==> config.mk <==
export PLATFORM = sky130hd
export DESIGN_NAME = alu_pipe
export DESIGN_NICKNAME = d
export VERILOG_FILES = /design/src/rtl/alu_pkg.sv /design/src/rtl/alu_exec.sv /design/src/rtl/alu_pipe.sv
export SDC_FILE = /design/constraint.sdc
export NUM_CORES = 1
export LEC_CHECK = 0
export ABC_CLOCK_PERIOD_IN_PS = 4100
export CELL_PAD_IN_SITES_DETAIL_PLACEMENT = 2
export CELL_PAD_IN_SITES_GLOBAL_PLACEMENT = 2
export CORE_AREA = 2 2 212 214
export CTS_CLUSTER_DIAMETER = 40
export CTS_CLUSTER_SIZE = 25
export DETAILED_ROUTE_END_ITERATION = 8
export DIE_AREA = 0 0 214 216
export PLACE_DENSITY = 0.75
export SLEW_MARGIN = 20
export SYNTH_ARGS = -nofsm -noshare
export SYNTH_HDL_FRONTEND = slang
export SYNTH_HIERARCHICAL = 1
export SYNTH_SLANG_ARGS = --single-unit
==> constraint.sdc <==
create_clock -name clk -period 4.1 [get_ports clk]
set_clock_uncertainty 0.05 [all_clocks]
set_input_delay 0.82 -clock clk [delete_from_list [all_inputs] [get_ports clk]]
set_output_delay 0.82 -clock clk [all_outputs]
set_load 0.01 [all_outputs]
==> src/rtl/alu_pkg.sv <==
// Shared opcode encodings, flag bundle and opcode legality for the pipelined ALU.
// Build option: ALU_PIPE_MUL_EN makes opcode 010010 (MUL) legal.
package alu_pkg;

  localparam int unsigned OP_W = 6;

  localparam logic [OP_W-1:0] OP_ADD = 6'b010000;
  localparam logic [OP_W-1:0] OP_SUB = 6'b010001;
  localparam logic [OP_W-1:0] OP_MUL = 6'b010010;
  localparam logic [OP_W-1:0] OP_EQ  = 6'b100000;
  localparam logic [OP_W-1:0] OP_NE  = 6'b100001;
  localparam logic [OP_W-1:0] OP_LE  = 6'b100010;
  localparam logic [OP_W-1:0] OP_GT  = 6'b100011;
  localparam logic [OP_W-1:0] OP_SLL = 6'b110000;
  localparam logic [OP_W-1:0] OP_SRL = 6'b110001;
  localparam logic [OP_W-1:0] OP_SRA = 6'b110010;

  typedef struct packed {
    logic c;
    logic v;
    logic z;
    logic n;
    logic err;
  } alu_flags_t;

  // True for every opcode this build implements
  function automatic logic op_is_legal(input logic [OP_W-1:0] op);
    case (op)
      OP_ADD, OP_SUB, OP_EQ, OP_NE, OP_LE, OP_GT, OP_SLL, OP_SRL, OP_SRA: return 1'b1;
`ifdef ALU_PIPE_MUL_EN
      OP_MUL: return 1'b1;
`endif
      default: return 1'b0;
    endcase
  endfunction

endpackage

==> src/rtl/alu_exec.sv <==
// Combinational execute core: result, carry/borrow, overflow and illegal-op flag.
// Build option: ALU_PIPE_MUL_EN adds the unsigned multiplier for OP_MUL.
module alu_exec
  import alu_pkg::*;
#(
  parameter int unsigned WIDTH = 32
) (
  input  logic [WIDTH-1:0] a_i,
  input  logic [WIDTH-1:0] b_i,
  input  logic [OP_W-1:0]  op_i,
  input  logic             cin_i,
  output logic [WIDTH-1:0] res_o,
  output logic             c_o,
  output logic             v_o,
  output logic             err_o
);

  localparam int unsigned MSB = WIDTH - 1;

  logic [WIDTH:0] sum;
  logic [WIDTH:0] diff;
  logic           b_big;

  // One extra bit keeps the carry out of ADD and the borrow out of SUB
  assign sum   = {1'b0, a_i} + {1'b0, b_i} + (WIDTH+1)'(cin_i);
  assign diff  = {1'b0, a_i} - {1'b0, b_i} - (WIDTH+1)'(cin_i);
  assign b_big = (b_i >= WIDTH'(WIDTH));

`ifdef ALU_PIPE_MUL_EN
  logic [2*WIDTH-1:0] prod;
  assign prod = (2*WIDTH)'(a_i) * (2*WIDTH)'(b_i);
`endif

  // Opcode decode; unknown opcodes leave res/C/V at zero
  always_comb begin
    res_o = '0;
    c_o   = 1'b0;
    v_o   = 1'b0;
    err_o = !op_is_legal(op_i);
    case (op_i)
      OP_ADD: begin
        res_o = sum[WIDTH-1:0];
        c_o   = sum[WIDTH];
        v_o   = (a_i[MSB] == b_i[MSB]) && (sum[MSB] != a_i[MSB]);
      end
      OP_SUB: begin
        res_o = diff[WIDTH-1:0];
        c_o   = diff[WIDTH];
        v_o   = (a_i[MSB] != b_i[MSB]) && (diff[MSB] != a_i[MSB]);
      end
      OP_EQ:  res_o = WIDTH'(a_i == b_i);
      OP_NE:  res_o = WIDTH'(a_i != b_i);
      OP_LE:  res_o = WIDTH'(a_i <= b_i);
      OP_GT:  res_o = WIDTH'(a_i > b_i);
      OP_SLL: res_o = b_big ? '0 : (a_i << b_i);
      OP_SRL: res_o = b_big ? '0 : (a_i >> b_i);
      OP_SRA: res_o = b_big ? {WIDTH{a_i[MSB]}} : WIDTH'($signed(a_i) >>> b_i);
`ifdef ALU_PIPE_MUL_EN
      OP_MUL: begin
        res_o = prod[WIDTH-1:0];
        c_o   = |prod[2*WIDTH-1:WIDTH];
      end
`endif
      default: ;
    endcase
  end

endmodule

==> src/rtl/alu_pipe.sv <==
// Two-stage pipelined ALU with valid/ready on both sides and a pass-through tag.
// Build option: ALU_PIPE_MUL_EN enables the MUL opcode in the execute core.
module alu_pipe
  import alu_pkg::*;
#(
  parameter int unsigned WIDTH = 32,
  parameter int unsigned TAG_W = 4
) (
  input  logic             clk,
  input  logic             rst,
  input  logic             in_valid,
  output logic             in_ready,
  input  logic [WIDTH-1:0] in_a,
  input  logic [WIDTH-1:0] in_b,
  input  logic [OP_W-1:0]  in_op,
  input  logic             in_cin,
  input  logic [TAG_W-1:0] in_tag,
  output logic             out_valid,
  input  logic             out_ready,
  output logic [WIDTH-1:0] out_res,
  output logic             out_c,
  output logic             out_v,
  output logic             out_z,
  output logic             out_n,
  output logic             out_err,
  output logic [TAG_W-1:0] out_tag
);

  logic             s1_valid_q;
  logic [WIDTH-1:0] s1_a_q;
  logic [WIDTH-1:0] s1_b_q;
  logic [OP_W-1:0]  s1_op_q;
  logic             s1_cin_q;
  logic [TAG_W-1:0] s1_tag_q;

  logic             s2_valid_q;
  logic [WIDTH-1:0] s2_res_q;
  alu_flags_t       s2_flags_q;
  logic [TAG_W-1:0] s2_tag_q;

  logic             s1_adv;
  logic             s2_adv;
  logic [WIDTH-1:0] res_d;
  alu_flags_t       flags_d;
  logic             exec_c;
  logic             exec_v;
  logic             exec_err;

  // A stage may advance when it is empty or its successor advances
  assign s2_adv   = !s2_valid_q || out_ready;
  assign s1_adv   = !s1_valid_q || s2_adv;
  assign in_ready = s1_adv;

  alu_exec #(.WIDTH(WIDTH)) u_exec (
    .a_i   (s1_a_q),
    .b_i   (s1_b_q),
    .op_i  (s1_op_q),
    .cin_i (s1_cin_q),
    .res_o (res_d),
    .c_o   (exec_c),
    .v_o   (exec_v),
    .err_o (exec_err)
  );

  // Assemble the stage-2 flag word, deriving Z and N from the computed result
  always_comb begin
    flags_d     = '0;
    flags_d.c   = exec_c;
    flags_d.v   = exec_v;
    flags_d.err = exec_err;
    flags_d.z   = (res_d == '0);
    flags_d.n   = res_d[WIDTH-1];
  end

  // Stage 1: capture the offered operation on acceptance
  always_ff @(posedge clk or posedge rst) begin
    if (rst) begin
      s1_valid_q <= 1'b0;
      s1_a_q     <= '0;
      s1_b_q     <= '0;
      s1_op_q    <= '0;
      s1_cin_q   <= 1'b0;
      s1_tag_q   <= '0;
    end else if (s1_adv) begin
      s1_valid_q <= in_valid;
      if (in_valid) begin
        s1_a_q   <= in_a;
        s1_b_q   <= in_b;
        s1_op_q  <= in_op;
        s1_cin_q <= in_cin;
        s1_tag_q <= in_tag;
      end
    end
  end

  // Stage 2: register the executed result; holds while the consumer stalls
  always_ff @(posedge clk or posedge rst) begin
    if (rst) begin
      s2_valid_q <= 1'b0;
      s2_res_q   <= '0;
      s2_flags_q <= '0;
      s2_tag_q   <= '0;
    end else if (s2_adv) begin
      s2_valid_q <= s1_valid_q;
      if (s1_valid_q) begin
        s2_res_q   <= res_d;
        s2_flags_q <= flags_d;
        s2_tag_q   <= s1_tag_q;
      end
    end
  end

  assign out_valid = s2_valid_q;
  assign out_res   = s2_res_q;
  assign out_c     = s2_flags_q.c;
  assign out_v     = s2_flags_q.v;
  assign out_z     = s2_flags_q.z;
  assign out_n     = s2_flags_q.n;
  assign out_err   = s2_flags_q.err;
  assign out_tag   = s2_tag_q;

endmodule

==> metrics.md <==
| Metric | Value |
|---|---|
| Slowest cell delay on critical path | `0.48 ns` |
| Proportion of layout cells with a drive suffix above 1 | `0.286` |
| GP Congestion | `0.963` |
| Wirelength per Cell | `29.0 um` |
| Fin crit period | `4.05 ns` |
| DRC | `0` |
| Fin crit share | `0.988` |
| Setup Crit Path Kind | `reg2reg` |
| CTS Sinks | `117` |
| Hold WS | `0.453 ns` |
| Worst slew pin tran | `0.985 ns` |
| H-tree lvl count | `4` |
| TritonCTS buffer count | `17` |
| Status | `completed` |
| 1st-iter DRT viols | `1,221` |
| Half-perimeter wire length after placement | `58.8 mm` |
| Critical Path Source Type | `register` |
| # diodes | `0` |
| CP max FO | `3` |
| Internal power | `4.80 mW` |
| Core Rows | `77` |
| Hold_buf cts | `0` |
| Post-synth top area share | `0.198` |
| Cell Chain, Critical Path | `fa_1 > nor3b_4 > nor3_4 > o41ai_4 > buf_4 > a211oi_1 > a21oi_1 > a211oi_1 > buf_4 > o21bai_1 > xnor2_1 > o221ai_1 > nor4_2 > nand4_1 > o31ai_2` |
| Synth Cell Area | `14,800 um^2` |
| CP startpoint | `s1_b_q[0]` |
| R2R Setup Slk | `0.05 ns` |
| Max-Cap Viols | `0` |
| Fillcell total | `4,799` |
| Min setup slack post-route | `0.0473 ns` |
| Post-synth ARST share | `1.00` |
| First-pass GRT wire length | `112 mm` |
| Synth warn | `6` |
| CP max stage cell | `dfrtp_4` |
| Sequential Power Share | `0.159` |
| Port bufs | `121` |
| Final core occ | `0.445` |
| Tightest Hold Check Type | `reg2reg` |
| Max IR drop VDD | `0.299 mV` |
| Crit path max-delay family | `compound AO/OA/AOI/OAI gates` |
| Post-Synthesis Cells | `1,735` |
| Syn nets | `1,943` |
| Core area | `43,800 um^2` |
| Worst-case clock buffer depth | `2` |
| Clk root buf | `clkbuf_16` |
| Die Span Y | `216 um` |
| Die ar. | `46,200 um^2` |
| WP buf/inv | `2` |
| Die X | `214 um` |
| Pin count of the biggest net entering global routing | `87` |
| Syn avg cell area | `8.54 um^2` |
| Max Freq | `0.247 GHz` |
| First-pass DRT Iterations | `7` |
| Yosys cell types | `86` |
| Reg clk slew, reported paths | `0.05 ns` |
| Nets | `2,242` |
| Vias in the first global route | `17,230` |
| WL final | `76.5 mm` |
| Final Hold Viols | `0` |
| Clock power share | `0.165` |
| Sequential share of the synthesized area | `0.198` |
| Power share of the combinational group | `0.676` |
| Worst EP arrival | `4.38 ns` |
| Seq cells post-synth | `117` |
| Top FF cell, synth | `dfrtp_1` |
| Min-delay src | `out_res[3]` |
| Total grt overflow | `0` |
| Worst Setup End Kind | `register` |
| Reg-to-Reg Start | `s1_b_q[0]` |
| Via density | `6.02` |
| Power per Cell Area | `474 nW/um^2` |
| Yosys top cell by area | `dfrtp_1` |
| Number of enable flip-flop cells after synthesis | `0` |
| Initial antenna violation count | `1` |
| CP required | `4.43 ns` |
| Clk_lat worst skew | `0.50 ns` |
| Post-route ant nets | `0` |
| Final setup TNS | `0 ns` |
| CTS tree | `done` |
| Switching Share | `0.481` |
| NetSw | `4.45 mW` |
| Slew Limit Fails | `0` |
| Vias | `15,887` |
| Slew HR | `0.341` |
| Pre-CTS setup slack | `-0.266 ns` |
| Starting Density | `0.338` |
| P_leak | `8.58 nW` |
| GRT Util Overall | `0.323` |
| P&R area growth vs syn | `31.6%` |
| Most area-consuming cells after synthesis | `dfrtp_1 20%, ha_1 11%, mux4_2 6.8%` |
| IO Pins | `122` |
| Final setup vio count | `0` |
==> metrics by stage <==
stage | std cells | power [mW] | cell area [um^2]
global route | 2637 | 9.69 | 19500
global placement | 2592 | 6.84 | 18200
detailed placement | 2592 | 7.09 | 18200
CTS | 2627 | 8.83 | 19000
floorplan | 1735 | 4.76 | 14800
finish | 2637 | 9.25 | 19500
==> path summary, 6_finish.rpt <==
kind / end / depth (start not counted)
max: out_z / 15
min: out_res[3] / 1
max reg2reg: out_z / 15
min reg2reg: out_res[3] / 1
max in group asynchronous: s1_b_q[0] / 3
min in group asynchronous: s1_b_q[17] / 2
==> synth_stat cells, drive strengths merged (43+ instances only) <==
master,instances
nor2,138
buf,59
clkbuf,55
mux2,125
o21ai,102
ha,125
inv,140
nand2,128
dfrtp,117
mux4,45
a21oi,145
mux2i,49
xnor2,43
==> power by group through the flow <==
| stage | combinational, mW | sequential [mW] | clock [mW] |
|---|---|---|---|
| after global routing | 6.59 | 1.49 | 1.61 |
| after floorplan | 3.24 | 1.52 | 0 |
| after CTS | 5.79 | 1.47 | 1.57 |
| final | 6.25 | 1.47 | 1.53 |
| after global placement | 5.38 | 1.46 | 0 |
| after detailed placement | 5.61 | 1.48 | 0 |
==> registers in the layout (all words and copies together), names as in the netlist, 4 cells and up <==
name	cells
s1_a_q	32
s1_op_q	6
out_tag	4
out_res	32
s1_tag_q	4
s1_b_q	32
==> layer usage <==
layer | part of all wire | global-route usage | up-vias
li1 | - | - | 6966
met1 | 0.43 | 0.410 | 8149
met2 | 0.46 | 0.518 | 598
met3 | 0.061 | 0.0665 | 174
met4 | 0.048 | 0.165 | 0
met5 | 0 | 0 | -
==> cell type report <==
cell class / count / area (um^2) / area share
Clock buffer: 22 / 474 / 0.0243
Clock inverter: 8 / 101 / 0.00520
Inverter: 142 / 541 / 0.0277
Multi-Input combinational cell: 1362 / 11200 / 0.575
Sequential cell: 117 / 2950 / 0.151
Tap cell: 592 / 741 / 0.0380
Timing Repair Buffer: 394 / 3480 / 0.178
==> kinds of logic (layout without fill, tap and decap cells) <==
| logic type | after synthesis | in the layout | synth area share |
|---|---|---|---|
| compound gates | 499 | 499 | 0.222 |
| simple gates | 460 | 460 | 0.149 |
| buf+inv | 256 | 566 | 0.0788 |
| mux | 219 | 219 | 0.209 |
| fa+ha+maj | 129 | 129 | 0.111 |
| flops | 117 | 117 | 0.198 |
| xor+xnor | 55 | 55 | 0.0325 |
==> what timing repair did <==
| action | 4_1_cts | 5_1_grt |
|---|---|---|
| setup endpoints to repair | 3 | 3 |
| gates resized for setup | 39 | 81 |
| buffers inserted | 5 | 8 |
| pin swaps | 10 | 36 |
| cloned | 1 | 2 |
==> worst reg2reg max path, stage by stage (launching register included) <==
cell      delay [ns]
dfrtp_4         0.48
fa_1            0.43
nor3b_4         0.19
nor3_4          0.31
o41ai_4         0.12
buf_4           0.18
a211oi_1        0.27
a21oi_1         0.18
a211oi_1        0.28
buf_4           0.18
o21bai_1        0.08
xnor2_1         0.26
o221ai_1        0.24
nor4_2          0.31
nand4_1         0.14
o31ai_2         0.24
==> cells in the final DEF (no fill, tap or decap), types with 45 or more instances in the layout <==
master / count
a21oi_1: 136
buf_4: 258
clkdlybuf4s50_1: 121
dfrtp_1: 108
ha_1: 111
inv_1: 133
mux2_2: 74
mux2_4: 50
mux2i_1: 47
mux4_2: 45
nand2_1: 125
nor2_1: 132
o21ai_0: 85
Power figures use the tool's default switching activity.
